--- src/rtl/mem_arb.sv ---
`default_nettype none
// ============================================================================
//  Module   : mem_arb
//  Purpose  : Arbitrates one single-port memory between the fetch stage and
//             the memory stage. Data accesses win ties, but a fetch that has
//             watched STARVE_MAX consecutive data grants is served next.
//             Every access is bounded by a TIMEOUT-cycle watchdog.
//  Ports    : clk, rst                       - clock, sync active-high reset
//             f_req/f_addr -> f_rdata/f_valid/f_err    fetch requester
//             m_req/m_we/m_addr/m_wdata -> m_rdata/m_valid/m_err  data side
//             F_stall_o, M_stall_o           - pipeline stall outputs
//             mem_en/mem_we/mem_addr/mem_wdata, mem_rdata/mem_ready - memory
//  Revision : 1.0  initial release
// ============================================================================
module mem_arb #(
    parameter int TIMEOUT    = 255,
    parameter int STARVE_MAX = 4
) (
    input  logic        clk,
    input  logic        rst,
    input  logic        f_req,
    input  logic [31:0] f_addr,
    output logic [31:0] f_rdata,
    output logic        f_valid,
    output logic        f_err,
    input  logic        m_req,
    input  logic        m_we,
    input  logic [31:0] m_addr,
    input  logic [31:0] m_wdata,
    output logic [31:0] m_rdata,
    output logic        m_valid,
    output logic        m_err,
    output logic        F_stall_o,
    output logic        M_stall_o,
    output logic        mem_en,
    output logic        mem_we,
    output logic [31:0] mem_addr,
    output logic [31:0] mem_wdata,
    input  logic [31:0] mem_rdata,
    input  logic        mem_ready
);

    localparam logic [1:0] c_IDLE    = 2'd0;
    localparam logic [1:0] c_BUSY_D  = 2'd1;
    localparam logic [1:0] c_BUSY_F  = 2'd2;
    localparam logic [7:0] c_TIMEOUT = 8'(TIMEOUT);
    localparam logic [3:0] c_STARVE  = 4'(STARVE_MAX);

    logic [1:0]  r_state;
    logic [1:0]  w_state_nxt;
    logic [3:0]  r_starve;
    logic [7:0]  r_wait;
    logic        r_mem_we;
    logic [31:0] r_mem_addr;
    logic [31:0] r_mem_wdata;
    logic [31:0] r_f_rdata;
    logic [31:0] r_m_rdata;
    logic        r_f_valid;
    logic        r_m_valid;
    logic        r_f_err;
    logic        r_m_err;

    logic w_idle;
    logic w_busy;
    logic w_done;
    logic w_forced;
    logic w_grant_d;
    logic w_grant_f;
    logic w_timeout;
    logic w_ready;
    logic w_finish;

    assign w_idle    = (r_state == c_IDLE);
    assign w_busy    = ~w_idle;
    // The cycle carrying a valid pulse never grants, so a requester that is
    // still holding req for the access just completed is not served twice.
    assign w_done    = r_f_valid | r_m_valid;
    assign w_forced  = (r_starve == c_STARVE) & f_req;
    assign w_grant_d = w_idle & ~w_done & m_req & ~w_forced;
    assign w_grant_f = w_idle & ~w_done & ~w_grant_d & f_req;
    // Timeout wins over a late mem_ready: the strobe is already withdrawn.
    assign w_timeout = w_busy & (r_wait == c_TIMEOUT);
    assign w_ready   = w_busy & ~w_timeout & mem_ready;
    assign w_finish  = w_ready | w_timeout;

    // State register
    always_ff @(posedge clk) begin
        if (rst) begin
            r_state <= c_IDLE;
        end else begin
            r_state <= w_state_nxt;
        end
    end

    // Next state and memory strobes
    always_comb begin
        w_state_nxt = r_state;
        mem_en      = 1'b0;
        mem_we      = 1'b0;
        case (r_state)
            c_IDLE: begin
                if (w_grant_d) begin
                    w_state_nxt = c_BUSY_D;
                end else if (w_grant_f) begin
                    w_state_nxt = c_BUSY_F;
                end
            end
            c_BUSY_D: begin
                mem_en = ~w_timeout;
                mem_we = ~w_timeout & r_mem_we;
                if (w_finish) begin
                    w_state_nxt = c_IDLE;
                end
            end
            c_BUSY_F: begin
                mem_en = ~w_timeout;
                if (w_finish) begin
                    w_state_nxt = c_IDLE;
                end
            end
            default: begin
                w_state_nxt = c_IDLE;
            end
        endcase
    end

    // Access registers, wait/starve counters and completion reporting
    always_ff @(posedge clk) begin
        if (rst) begin
            r_starve    <= 4'd0;
            r_wait      <= 8'd0;
            r_mem_we    <= 1'b0;
            r_mem_addr  <= 32'd0;
            r_mem_wdata <= 32'd0;
            r_f_rdata   <= 32'd0;
            r_m_rdata   <= 32'd0;
            r_f_valid   <= 1'b0;
            r_m_valid   <= 1'b0;
            r_f_err     <= 1'b0;
            r_m_err     <= 1'b0;
        end else begin
            r_f_valid <= 1'b0;
            r_m_valid <= 1'b0;
            r_f_err   <= 1'b0;
            r_m_err   <= 1'b0;

            if (w_grant_d) begin
                r_mem_addr  <= m_addr;
                r_mem_we    <= m_we;
                r_mem_wdata <= m_wdata;
                r_wait      <= 8'd0;
            end else if (w_grant_f) begin
                r_mem_addr  <= f_addr;
                r_mem_we    <= 1'b0;
                r_wait      <= 8'd0;
            end else if (w_busy && !w_finish) begin
                r_wait <= r_wait + 8'd1;
            end

            if (w_grant_f) begin
                r_starve <= 4'd0;
            end else if (w_grant_d && f_req) begin
                if (r_starve != c_STARVE) begin
                    r_starve <= r_starve + 4'd1;
                end
            end else if (w_idle && !f_req) begin
                r_starve <= 4'd0;
            end

            if (w_finish) begin
                if (r_state == c_BUSY_D) begin
                    r_m_valid <= 1'b1;
                    r_m_err   <= w_timeout;
                    if (w_timeout) begin
                        r_m_rdata <= 32'd0;
                    end else if (!r_mem_we) begin
                        r_m_rdata <= mem_rdata;
                    end
                end else begin
                    r_f_valid <= 1'b1;
                    r_f_err   <= w_timeout;
                    r_f_rdata <= w_timeout ? 32'd0 : mem_rdata;
                end
            end
        end
    end

    assign f_rdata   = r_f_rdata;
    assign f_valid   = r_f_valid;
    assign f_err     = r_f_err;
    assign m_rdata   = r_m_rdata;
    assign m_valid   = r_m_valid;
    assign m_err     = r_m_err;
    assign mem_addr  = r_mem_addr;
    assign mem_wdata = r_mem_wdata;
    assign F_stall_o = f_req & ~r_f_valid;
    assign M_stall_o = m_req & ~r_m_valid;

endmodule
`default_nettype wire

--- config.mk ---
export PLATFORM = sky130hd
export DESIGN_NAME = mem_arb
export DESIGN_NICKNAME = d
export VERILOG_FILES = /design/src/rtl/mem_arb.sv
export SDC_FILE = /design/constraint.sdc
export NUM_CORES = 1
export LEC_CHECK = 0
export BUFFER_PORTS_ARGS = -buffer_cell sky130_fd_sc_hd__buf_2
export CORE_MARGIN = 1.5
export CORE_UTILIZATION = 50
export CTS_BUF_LIST = sky130_fd_sc_hd__clkbuf_16
export DETAILED_ROUTE_END_ITERATION = 16
export PLACE_DENSITY = 0.85
export SLEW_MARGIN = 10
export SYNTH_ARGS = -nofsm -noshare
export SYNTH_HDL_FRONTEND = slang
export SYNTH_SLANG_ARGS = --single-unit
--- constraint.sdc ---
create_clock -name clk -period 4.1 [get_ports clk]
set_input_delay 0.205 -clock clk [delete_from_list [all_inputs] [get_ports clk]]
set_output_delay 0.205 -clock clk [all_outputs]
set_load 0.005 [all_outputs]
Word-level counts from Yosys, hierarchy flattened
Cells that the tools add are included.
- equality and inequality tests: 9
- bitwise operators: 23
- mux-type cells: 18
- reduce and logical (&&, ||, !) cells: 18
- $add $sub $neg: 2
- operator list (operator ; number):
    two-way mux 32 bit ; 5
    AND 1 bit ; 12
    two-way mux 4 bit ; 3
    inverter 1 bit ; 9
    OR reduction 3 bit ; 3
    adder 8 x 1 -> 8 bit, second input constant ; 1
    == test 8 bit, second input constant ; 1
    two-way mux 1 bit ; 6
    two-way mux 2 bit ; 3
    inequality test 2 x 1 -> 1 bit, second input constant ; 3
    AND reduction 2 bit ; 3
    OR reduction 2 bit ; 3
    adder 4 x 1 -> 4 bit, second input constant ; 1
    == test 4 x 3 -> 1 bit, second input constant ; 1
    inequality test 4 x 3 -> 1 bit, second input constant ; 1
    case mux 2 bit (2 select lines) ; 1
    nonzero test 2 bit ; 2
    logical AND 1 bit ; 3
    inequality test 3 x 1 -> 1 bit, second input constant ; 1
    AND reduction 3 bit ; 1
    == test 2 x 1 -> 1 bit, second input constant ; 1
    == test 2 bit, second input constant ; 1
    zero test 1 bit ; 2
    zero test 2 bit ; 1
    OR 1 bit ; 2
- bits in registers: 147
- bits of input ports: 134
- logic and storage cells: 82

Logic depth before layout (Yosys ltp)
Gate-level depths: netlist of the first run.
- word-level depth: 11
- gate-level depth with buffers: 8
- gate-level depth less buffers: 6

Worst setup path after synthesis of the first run
No wires, ideal clock.
- path type: register to register
- start point: reg r_wait[0]
- end point: reg r_f_rdata[0] (netlist: f_rdata[0])
- setup time: 0.120 ns
- period minus slack after synthesis: 1.722 ns
- data arrival time: 1.602 ns
- path buffers: 2
- stages on the path, launching flop included: 8
- setup slack: 2.378 ns
- cells stage by stage: dfxtp_1 -> ha_1 -> and4_1 -> a21oi_2 -> or3_1 -> buf_6 -> buf_6 -> mux2i_1
- longest elaborated chain between the ends: 7
- elaborated cells between the ends (all ways): 8
- those cells by class: eq/ne (1); mux (1); bitwise (5); reduce/logical (1)
- ends and longest elaborated chain (what ; line ; text):
    start: declaration ; 52 ; logic [7:0] r_wait;
    start signal: assignment ; 157 ; r_wait <= r_wait + 8'd1;
    == test 8 bit * ; 82 ; assign w_timeout = w_busy & (r_wait == c_TIMEOUT);
    AND 1 bit * ; 82 ;
    inverter 1 bit ; 83 ; assign w_ready = w_busy & ~w_timeout & mem_ready;
    AND 1 bit (2 in series) ; 83 ;
    OR 1 bit ; 84 ; assign w_finish = w_ready | w_timeout;
    AND reduction 2 bit (no line) ; - ;
    end signal: assignment ; 182 ; r_f_rdata <= w_timeout ? 32'd0 : mem_rdata;
    end: declaration ; 56 ; logic [31:0] r_f_rdata;
Mark *: on every way between the ends. The rest lies on a longest branch, timed or not.
A chain may end at the register's enable or synchronous reset.

Worst setup path in the final report of the first run
- start point: reg r_state[0]
- end point: reg r_mem_addr[1] (netlist: mem_addr[1])
- longest elaborated chain between the ends: 8
- elaborated cells between the ends (all ways): 9
- those cells by class: mux (1); bitwise (6); reduce/logical (2)
- ends and longest elaborated chain (what ; line ; text):
    start: declaration ; 49 ; logic [1:0] r_state;
    start signal: assignment ; 89 ; r_state <= c_IDLE;
    start signal: assignment ; 91 ; r_state <= w_state_nxt;
    zero test 2 bit * ; 73 ; assign w_idle = (r_state == c_IDLE);
    AND 1 bit * ; 79, 80 ;
    AND 1 bit (2 in series) ; 79 ; assign w_grant_d = w_idle & ~w_done & m_req & ~w_forced;
    inverter 1 bit ; 80 ; assign w_grant_f = w_idle & ~w_done & ~w_grant_d & f_req;
    AND 1 bit (2 in series) ; 80 ;
    nonzero test 2 bit (no line) ; - ;
    end signal: assignment ; 148 ; r_mem_addr <= m_addr;
    end signal: assignment ; 153 ; r_mem_addr <= f_addr;
    end: declaration ; 54 ; logic [31:0] r_mem_addr;
Marks and branches as above.

==> results of run 1 <==
-- worst max-delay path, stage by stage (launching register included) --
cell and delay, ns:
dfxtp_1 0.32, inv_1 0.07, ha_1 0.38, nor3b_1 0.46, nand3_1 0.85, o21ai_0 0.43
-- cells by family after synthesis --
family          count (synthesis)  share of synthesized area
flops                         147                      0.504
simple gates                  252                      0.188
fa+ha+maj                       5                     0.0107
buf+inv                        51                     0.0437
xor+xnor                        3                    0.00450
mux                            97                      0.166
compound gates                 89                     0.0831
-- cells in the final DEF (no fill, tap or decap), drive strengths merged, types with 4 or more instances in the layout --
master    count
nor2         11
clkinvlp      4
nand3        43
mux2i        97
ha            5
or3           5
clkbuf       17
clkinv        6
nand4         5
dfxtp       147
inv          10
a21oi        42
nand2       167
buf         275
o21ai        34
-- per-stage QoR --
step / setup slack [ns] / hold slack, ns / total power, mW
after global routing: 1.18 / 0.0131 / 4.94
final: 1.47 / 0.0291 / 4.68
after detailed placement: 1.44 / 0.438 / 3.24
after global placement: 1.59 / 0.429 / 3.20
after CTS: 1.41 / 0.0106 / 4.72
after floorplan: 2.38 / 0.341 / 2.75
-- state kept, by name, summed over array words and instances (netlist names) --
name and cells:
f_rdata 32, m_rdata 32, mem_addr 32, mem_wdata 32
r_wait 8, r_starve 4, r_state 2, f_err 1
f_valid 1, m_err 1, m_valid 1, r_mem_we 1
-- routing by layer --
| layer | vias up | GRT usage | wire length [um] | part of all wire |
|---|---|---|---|---|
| met2 | 218 | 0.391 | 7000 | 0.49 |
| met4 | 2 | 0.0928 | 261 | 0.018 |
| met3 | 26 | 0.0689 | 997 | 0.070 |
| met1 | 2396 | 0.267 | 5970 | 0.42 |
| met5 | - | 0 | 12 | 0.00084 |
| li1 | 2687 | - | - | - |
-- power by group --
group          internal [mW]  leakage, nW  switching, mW
Clock                  0.888        0.269          0.586
Sequential              1.71         1.20          0.135
Combinational          0.592         2.62          0.766
-- worst paths after layout --
path                                 start                   endpoint  slack, ns  cells after the start
setup / recovery   r_state[0]$_SDFFE_PP0P_   mem_addr[1]$_SDFFE_PP0P_       1.47                      5
setup reg to reg   r_state[0]$_SDFFE_PP0P_   mem_addr[1]$_SDFFE_PP0P_       1.47                      5
hold reg to reg   mem_addr[7]$_SDFFE_PP0P_   mem_addr[7]$_SDFFE_PP0P_       0.44                      2
hold / removal                  m_wdata[5]  mem_wdata[5]$_SDFFE_PP0P_       0.03                      3
-- cell type report --
class                           count  area, um2
Clock inverter                     15        141
Multi-Input combinational cell    446       2650
Tap cell                          143        179
Inverter                            7       26.3
Fill cell                         906       3660
Sequential cell                   147       2940
Clock buffer                       17        425
Timing Repair Buffer              275       1390
==> metrics list, run 1 <==
* Final routed wire length divided by cell count: 13.6 um
- Post-CTS repair changed the size of 0 cells.
- 0 antenna diodes ended up in the layout.
- Rel. slew slack: 0.268
- Including well taps, the total number of placed cells is just over 1,000.
- Layout overhead on the synthesized area: 32.8%
- Along the worst path, the maximum fanout reaches 32.
- The initial utilization of the core area, before any placement, comes to 0.511.
- Area of the die: ~12,000 um2
- Unique masters post-synth: 42
- Summing over every cut layer, the via total after detailed routing is 5,329.
- The average instance in the mapped netlist occupies 9.07 um2.
- Final setup TNS: 0 ns
- Std cell rows: 39
* Seq/Total Area, Yosys: 0.504
- The final hold violation count was 0.
- Of the available clock period, the critical path in the final layout requires 0.642.
- Least-Margin Pin Slew: between 1 and 1.5 ns
* Antenna violations before repair: 2
* Port Buffer Count: about 270
* Number of storage elements in the synthesis netlist: roughly 150
- By count the netlist is led by 167 x nand2_1, 147 x dfxtp_1, 97 x mux2i_1.
- Tot GR Track Use: 0.228
- 270 I/O pins were placed.
- The number of pins with negative max-slew slack in the final report is 0.
* Cts-stage hold buffer count: 0
- Number of cells in the finished layout apart from fillers: 1,050
- Height of the die: 111 um
* Cell chosen for the clock root: clkbuf_16
* Critical path capture point type: flip-flop
- Run status: complete, no violations
- Counting flops with a built-in enable in the synthesized netlist gives 0.
- Vias in the first global route: 4,936
- Drt first-iter violations: between 400 and 500
* Startpoint type of the worst setup path: flip-flop
- H-tree levels: 4
- Summed instance area of the synthesized netlist: 5840 um2
- Proportion of register bits with asynchronous set or reset after synthesis: 0
- Wires add up to 14.2 mm.
* Clock transition time at the flip-flop clock pins of the worst setup and hold paths: 0.06 ns
- The most common cell in the synthesized netlist is nand2_1.
- Setup violations remaining at the end of the flow were counted as 0.
- Final design instance area without fill: 7760 um2
- TritonCTS Buffers: 17
- Area contributors post-synth: dfxtp_1 50%, mux2i_1 17%, nand2_1 11%, nand3_1 3.7%, a21oi_1 3.5%
- After clock tree synthesis, the setup repair step added 0 buffers.
* Detailed-placement wirelength estimate: approximately 10 mm
- Setup repair after global routing missed its margin: false
- IR analysis of the VDD net gives a maximum drop of 434 uV.
- Maximum number of pins on one net before global-route repair: 70
- For this run, the top clock speed supported by timing is roughly 380 MHz.
- The worst setup path is of the reg2reg kind.
* Final core occ: 0.679
- Pwr dens: 603 nW/um2
* Area of placed instances: ~7200 um2
- Clock tree skew after final layout: 0.00574 ns
- At the later pin of the worst-skew pair, clock insertion delay measures 0.41 ns.
- At the end of routability-driven placement, the weighted congestion stood at 0.848.
- The core region is 11,400 um2.
- Leading register cell type out of synthesis: dfxtp_1
- In the final layout, the share of cells above drive strength 1 is 0.343.
* Most area-hungry cell type in the Yosys netlist: dfxtp_1
- Global-route wire length before repair: 22.9 mm
- The first detailed-routing pass ran for 5 iterations.
- Total of max-cap violations: 0
- The routed design could run at a clock period as short as 2.63 ns.
- Residual DRC count: 0
- Clock tree from TritonCTS: yes
- Final #Nets: ~1,000
- Synthesized instance count: 644
* WP data arrival: 2.94 ns
* Aggregate global routing overflow: 0
* Synth top area share: 0.504
- The analysis attributes to cell leakage a power of about 4.1 nW.
- Class of the worst hold path: in2reg
- Clock tree synthesis found a total of 147 sinks.
- When the netlist entered floorplanning its net count stood at 783.
- In this run the remaining antenna-violating nets after routing total 0.
* Die Width: around 110 um
* Maximum count of clock buffers along a single path: 2
- After detailed routing, the number of vias per cell comes to 5.08.
- Data on the critical path is required at its endpoint by 4.41 ns.
- During synthesis, Yosys emitted a total of 0 warnings.
(Power assumes the default switching activity.)
==> run 2, diff against run 1 <==
ABC_AREA = 1   (was not set)
CORE_UTILIZATION = 43   (was 50)
PLACE_DENSITY = 0.77   (was 0.85)
clock period = 2.3 ns   (was 4.1 ns; I/O delays follow)
==> metrics list, run 2 <==
- Run status: complete, no violations (unchanged)
- The synthesized net count was 1,005 (was 783).
- WP data arrival: 2.01 ns (was 2.94 ns)
- The max-slew headroom at the worst pin was 0.586 (was 0.268).
- Via density per instance: 4.88 (was 5.08)
- GR met1 Demand/Resource: 0.269 (was 0.267)
- H-tree levels: 4 (unchanged)
* Library cell with the highest instance count after synthesis: nand2_1 (unchanged)
* Unique masters post-synth: 26 (was 42)
- The total congestion overflow came to 0 (unchanged).
* Remaining number of nets flagged by the antenna check after routing: 0 (unchanged)
- Die Width: 122 um (was 111 um)
* Cells along the critical path: inv_1 -> ha_1 -> inv_2 -> nand2_1 -> nor2_2 -> nand2_4 -> buf_16 -> clkinvlp_4 -> nor2_1 -> buf_2 (was inv_1 -> ha_1 -> nor3b_1 -> nand3_1 -> o21ai_0)
- The register bit total from synthesis is 147 (unchanged).
* Cell type of the slowest stage on the worst timing path: dfxtp_1 (was nand3_1)
- FF-to-FF Start: r_state[0]$_SDFFE_PP0P_ (unchanged)
* Final setup TNS: 0 ns (unchanged)
- The share of synthesized registers carrying an async set or reset came to 0 (unchanged).
- Setup repair after global routing missed its margin: false (unchanged)
- Detailed-placement wirelength estimate: 12.2 mm (was 10.1 mm)
- The max capacitance violation total was 0 (unchanged).
- Highest fanout seen on the critical path: 26 (was 32)
- Least-Margin Pin Slew: 0.622 ns (was 1.10 ns)
* Static Leakage: 4.41 nW (was 4.09 nW)
- Most used cells in the layout excluding fill and tap cells: 269 x buf_2, 162 x nand2_1, 151 x nor2_1, 147 x dfxtp_1, 126 x o21ai_0 (was 269 x buf_2, 167 x nand2_1, 147 x dfxtp_1, 97 x mux2i_1, 42 x nand3_1)
- The total of endpoints with negative setup slack in the final report came to 0 (unchanged).
- The delay of the slowest cell on the worst path came to 0.29 ns (was 0.85 ns).
- The iteration count of the initial detailed-routing pass was 4 (was 5).
- The final RePlAce weighted congestion came to 0.866 (was 0.848).
* Leading post-synthesis cells by instance count: 162 x nand2_1, 151 x nor2_1, 147 x dfxtp_1 (was 167 x nand2_1, 147 x dfxtp_1, 97 x mux2i_1)
* Antenna violations before repair: 0 (was 2)
- The class of the worst hold path is in2reg (unchanged).
- Layout overhead on the synthesized area: 42.7% (was 32.8%)
- Met2 routing resource usage after global routing: 0.435 (was 0.391)
- Area of the die: 14,900 um2 (was 12,300 um2)
* Critical path capture point type: primary output (was flip-flop)
- The net count reported at finish was 1,303 (was 1,033).
- The main flop type after synthesis is dfxtp_1 (unchanged).
- The final worst clock skew was 0.00635 ns (was 0.00574 ns).
- Area contributors post-synth: dfxtp_1 48%, o21ai_0 10%, nand2_1 10%, nor2_1 9.3%, a21oi_1 5.4% (was dfxtp_1 50%, mux2i_1 17%, nand2_1 11%, nand3_1 3.7%, a21oi_1 3.5%).
- Vias in the first global route: 6,168 (was 4,936)
- The peak ir drop on the vdd network came to 623 uV (was 434 uV).
* Clock tree from TritonCTS: yes (unchanged)
- The number of buffers created by CTS came to 17 (unchanged).
- The area share of the leading cell type in the synthesized netlist came to 0.482 (was 0.504).
- The type of the setup path with the least slack was reg2out (was reg2reg).
- Seq/Total Area, Yosys: 0.482 (was 0.504)
- Maximum count of clock buffers along a single path: 2 (unchanged)
* Mean post-synth cell area: 7.05 um2 (was 9.07 um2)
- The worst endpoint required time came to 2.18 ns (was 4.41 ns).
* Maximum number of pins on one net before global-route repair: 60 (was 70)
- Clock transition time at the flip-flop clock pins of the worst setup and hold paths: 0.06 ns (about the same)
- Final Hold Viols: 0 (unchanged)
- Port Buffer Count: 269 (unchanged)
* Startpoint type of the worst setup path: flip-flop (unchanged)
- The cell area after synthesis came to 6110 um2 (was 5840 um2).
- The first element of the critical path is r_state[1]$_SDFFE_PP0P_ (was r_state[0]$_SDFFE_PP0P_).
* TritonCTS Sinks: 147 (unchanged)
- The worst path needs 2.12 ns of the cycle, external delays included.
* Most area-hungry cell type in the Yosys netlist: dfxtp_1 (unchanged)
* Pwr dens: 1050 nW/um2 (was 603 nW/um2)
- The global-route usage over all layers was 0.245 (was 0.228).
- The total DRC errors in the routed layout came to 0 (unchanged).
- Final period utilization: 0.922
- The buffer cell driving the clock tree root is clkbuf_16 (unchanged).
- The fraction of layout cells with a size suffix above 1 is 0.283 (was 0.343).
* Detailed Route WL: 18.8 mm (was 14.2 mm)
- Drt first-iter violations: 376 (was 412)
- The diode insertion count for antenna repair was 0 (unchanged).
- The leading cell type in the layout, fill and taps excluded is buf_2 (unchanged).
- The final routed wire length divided by cell count was 13.9 um (was 13.6 um).
- The number of cells produced by synthesis was 866 (was 644).
- The initial core utilization was 0.440 (was 0.511).
* Busiest grt layer: met2 (unchanged)
* Total vias in the final route: 6,619 (was 5,329)
- Number of ports placed on the die boundary: 270 (unchanged)
- The core footprint is 13,900 um2 (was 11,400 um2).
* Highest clock rate: 471 MHz
* Count of yosys warnings during synthesis: 0 (unchanged)
- Height of the die: 122 um (was 111 um)
* Launch instance of the worst min-delay path: m_addr[13] (was m_wdata[5])
- Final Max Tran Viols: 0 (unchanged)
* Std cell rows: 43 (was 39)
* Global routing usage on met3: 0.0838 (was 0.0689)
- Number of flops mapped to enable cells by yosys: 0 (unchanged)
* Global-route wire length before repair: 28.7 mm (was 22.9 mm)
* Clock latency on the worst-skew pair: 0.41 ns (about the same)
- Final core occ: 0.628 (was 0.679)
==> run 2: changes by cell type after synthesis, sizes merged, moves of 21 or more <==
| cell | previous run | this run |
|---|---|---|
| nor2 | 11 | 153 |
| o21ai | 34 | 140 |
| mux2i | 97 | 0 |
| inv | 7 | 81 |
| nand3 | 43 | 18 |
| a21oi | 42 | 66 |
| nor3 | 3 | 24 |
==> run 2: worst paths after layout <==
check / to / slack [ns] / cells after the start
setup / recovery: mem_en / 0.18 / 10
hold / removal: mem_addr[13]$_SDFFE_PP0P_ / 0.01 / 3
setup reg to reg: f_rdata[23]$_SDFFE_PP0P_ / 0.27 / 10
hold reg to reg: mem_addr[25]$_SDFFE_PP0P_ / 0.45 / 2
==> run 2: kinds of logic after synthesis <==
group,Yosys count,synth area share
compound gates,206,0.169
xor+xnor,4,0.00574
fa+ha+maj,5,0.0102
buf+inv,138,0.0918
flops,147,0.482
simple gates,366,0.241
==> run 2: final cells by class <==
cell class / count / area, um2
clock buffer: 17 / 425
clock inverter: 15 / 211
fill: 1245 / 5160
inverter: 84 / 319
multi-input combinational: 581 / 2600
sequential: 147 / 2940
tap: 180 / 225
timing repair buffer: 333 / 1990
==> run 2: layer usage <==
layer / part of all wire / vias up / routed length (um)
li1: - / 3340 / -
met1: 0.40 / 2984 / 7480
met2: 0.49 / 259 / 9220
met3: 0.090 / 36 / 1700
met4: 0.022 / 0 / 416
met5: 0 / - / 0
==> run 2: through the flow <==
stage               hold WS [ns]  total power [mW]  instances  setup slack, ns  area [um2]
floorplan                  0.256              4.99        866            0.622        6110
global placement           0.352              6.05       1278            0.424        7580
detailed placement         0.356              6.12       1278            0.349        7580
CTS                     0.000284              9.17       1356           0.0818        8680
global route             0.00309              9.72       1357          0.00918        8720
finish                    0.0120              9.13       1357            0.179        8720
==> run 2: power by group <==
group | switching, mW | internal (mW) | total [mW]
sequential | 0.295 | 3.14 | 3.43
clock | 1.05 | 1.92 | 2.96
combinational | 1.63 | 1.11 | 2.74
total | 2.97 | 6.16 | 9.13
==> run 2: critical path: cells and delay by family, from the launching register on <==
kind / cells / cell delay [ns]
adders and majority gates: 1 / 0.23
buffers and inverters: 5 / 0.62
DFF: 1 / 0.29
and+or+nand+nor: 4 / 0.43
==> run 2: timing repair <==
item	in CTS	in global routing
gates cloned	0	1
gates resized for setup	1	1
hold endpoints to repair	45	0
hold buffers	45	0
setup buffers	1	0
pin swaps	0	0
setup endpoints to repair	1	2
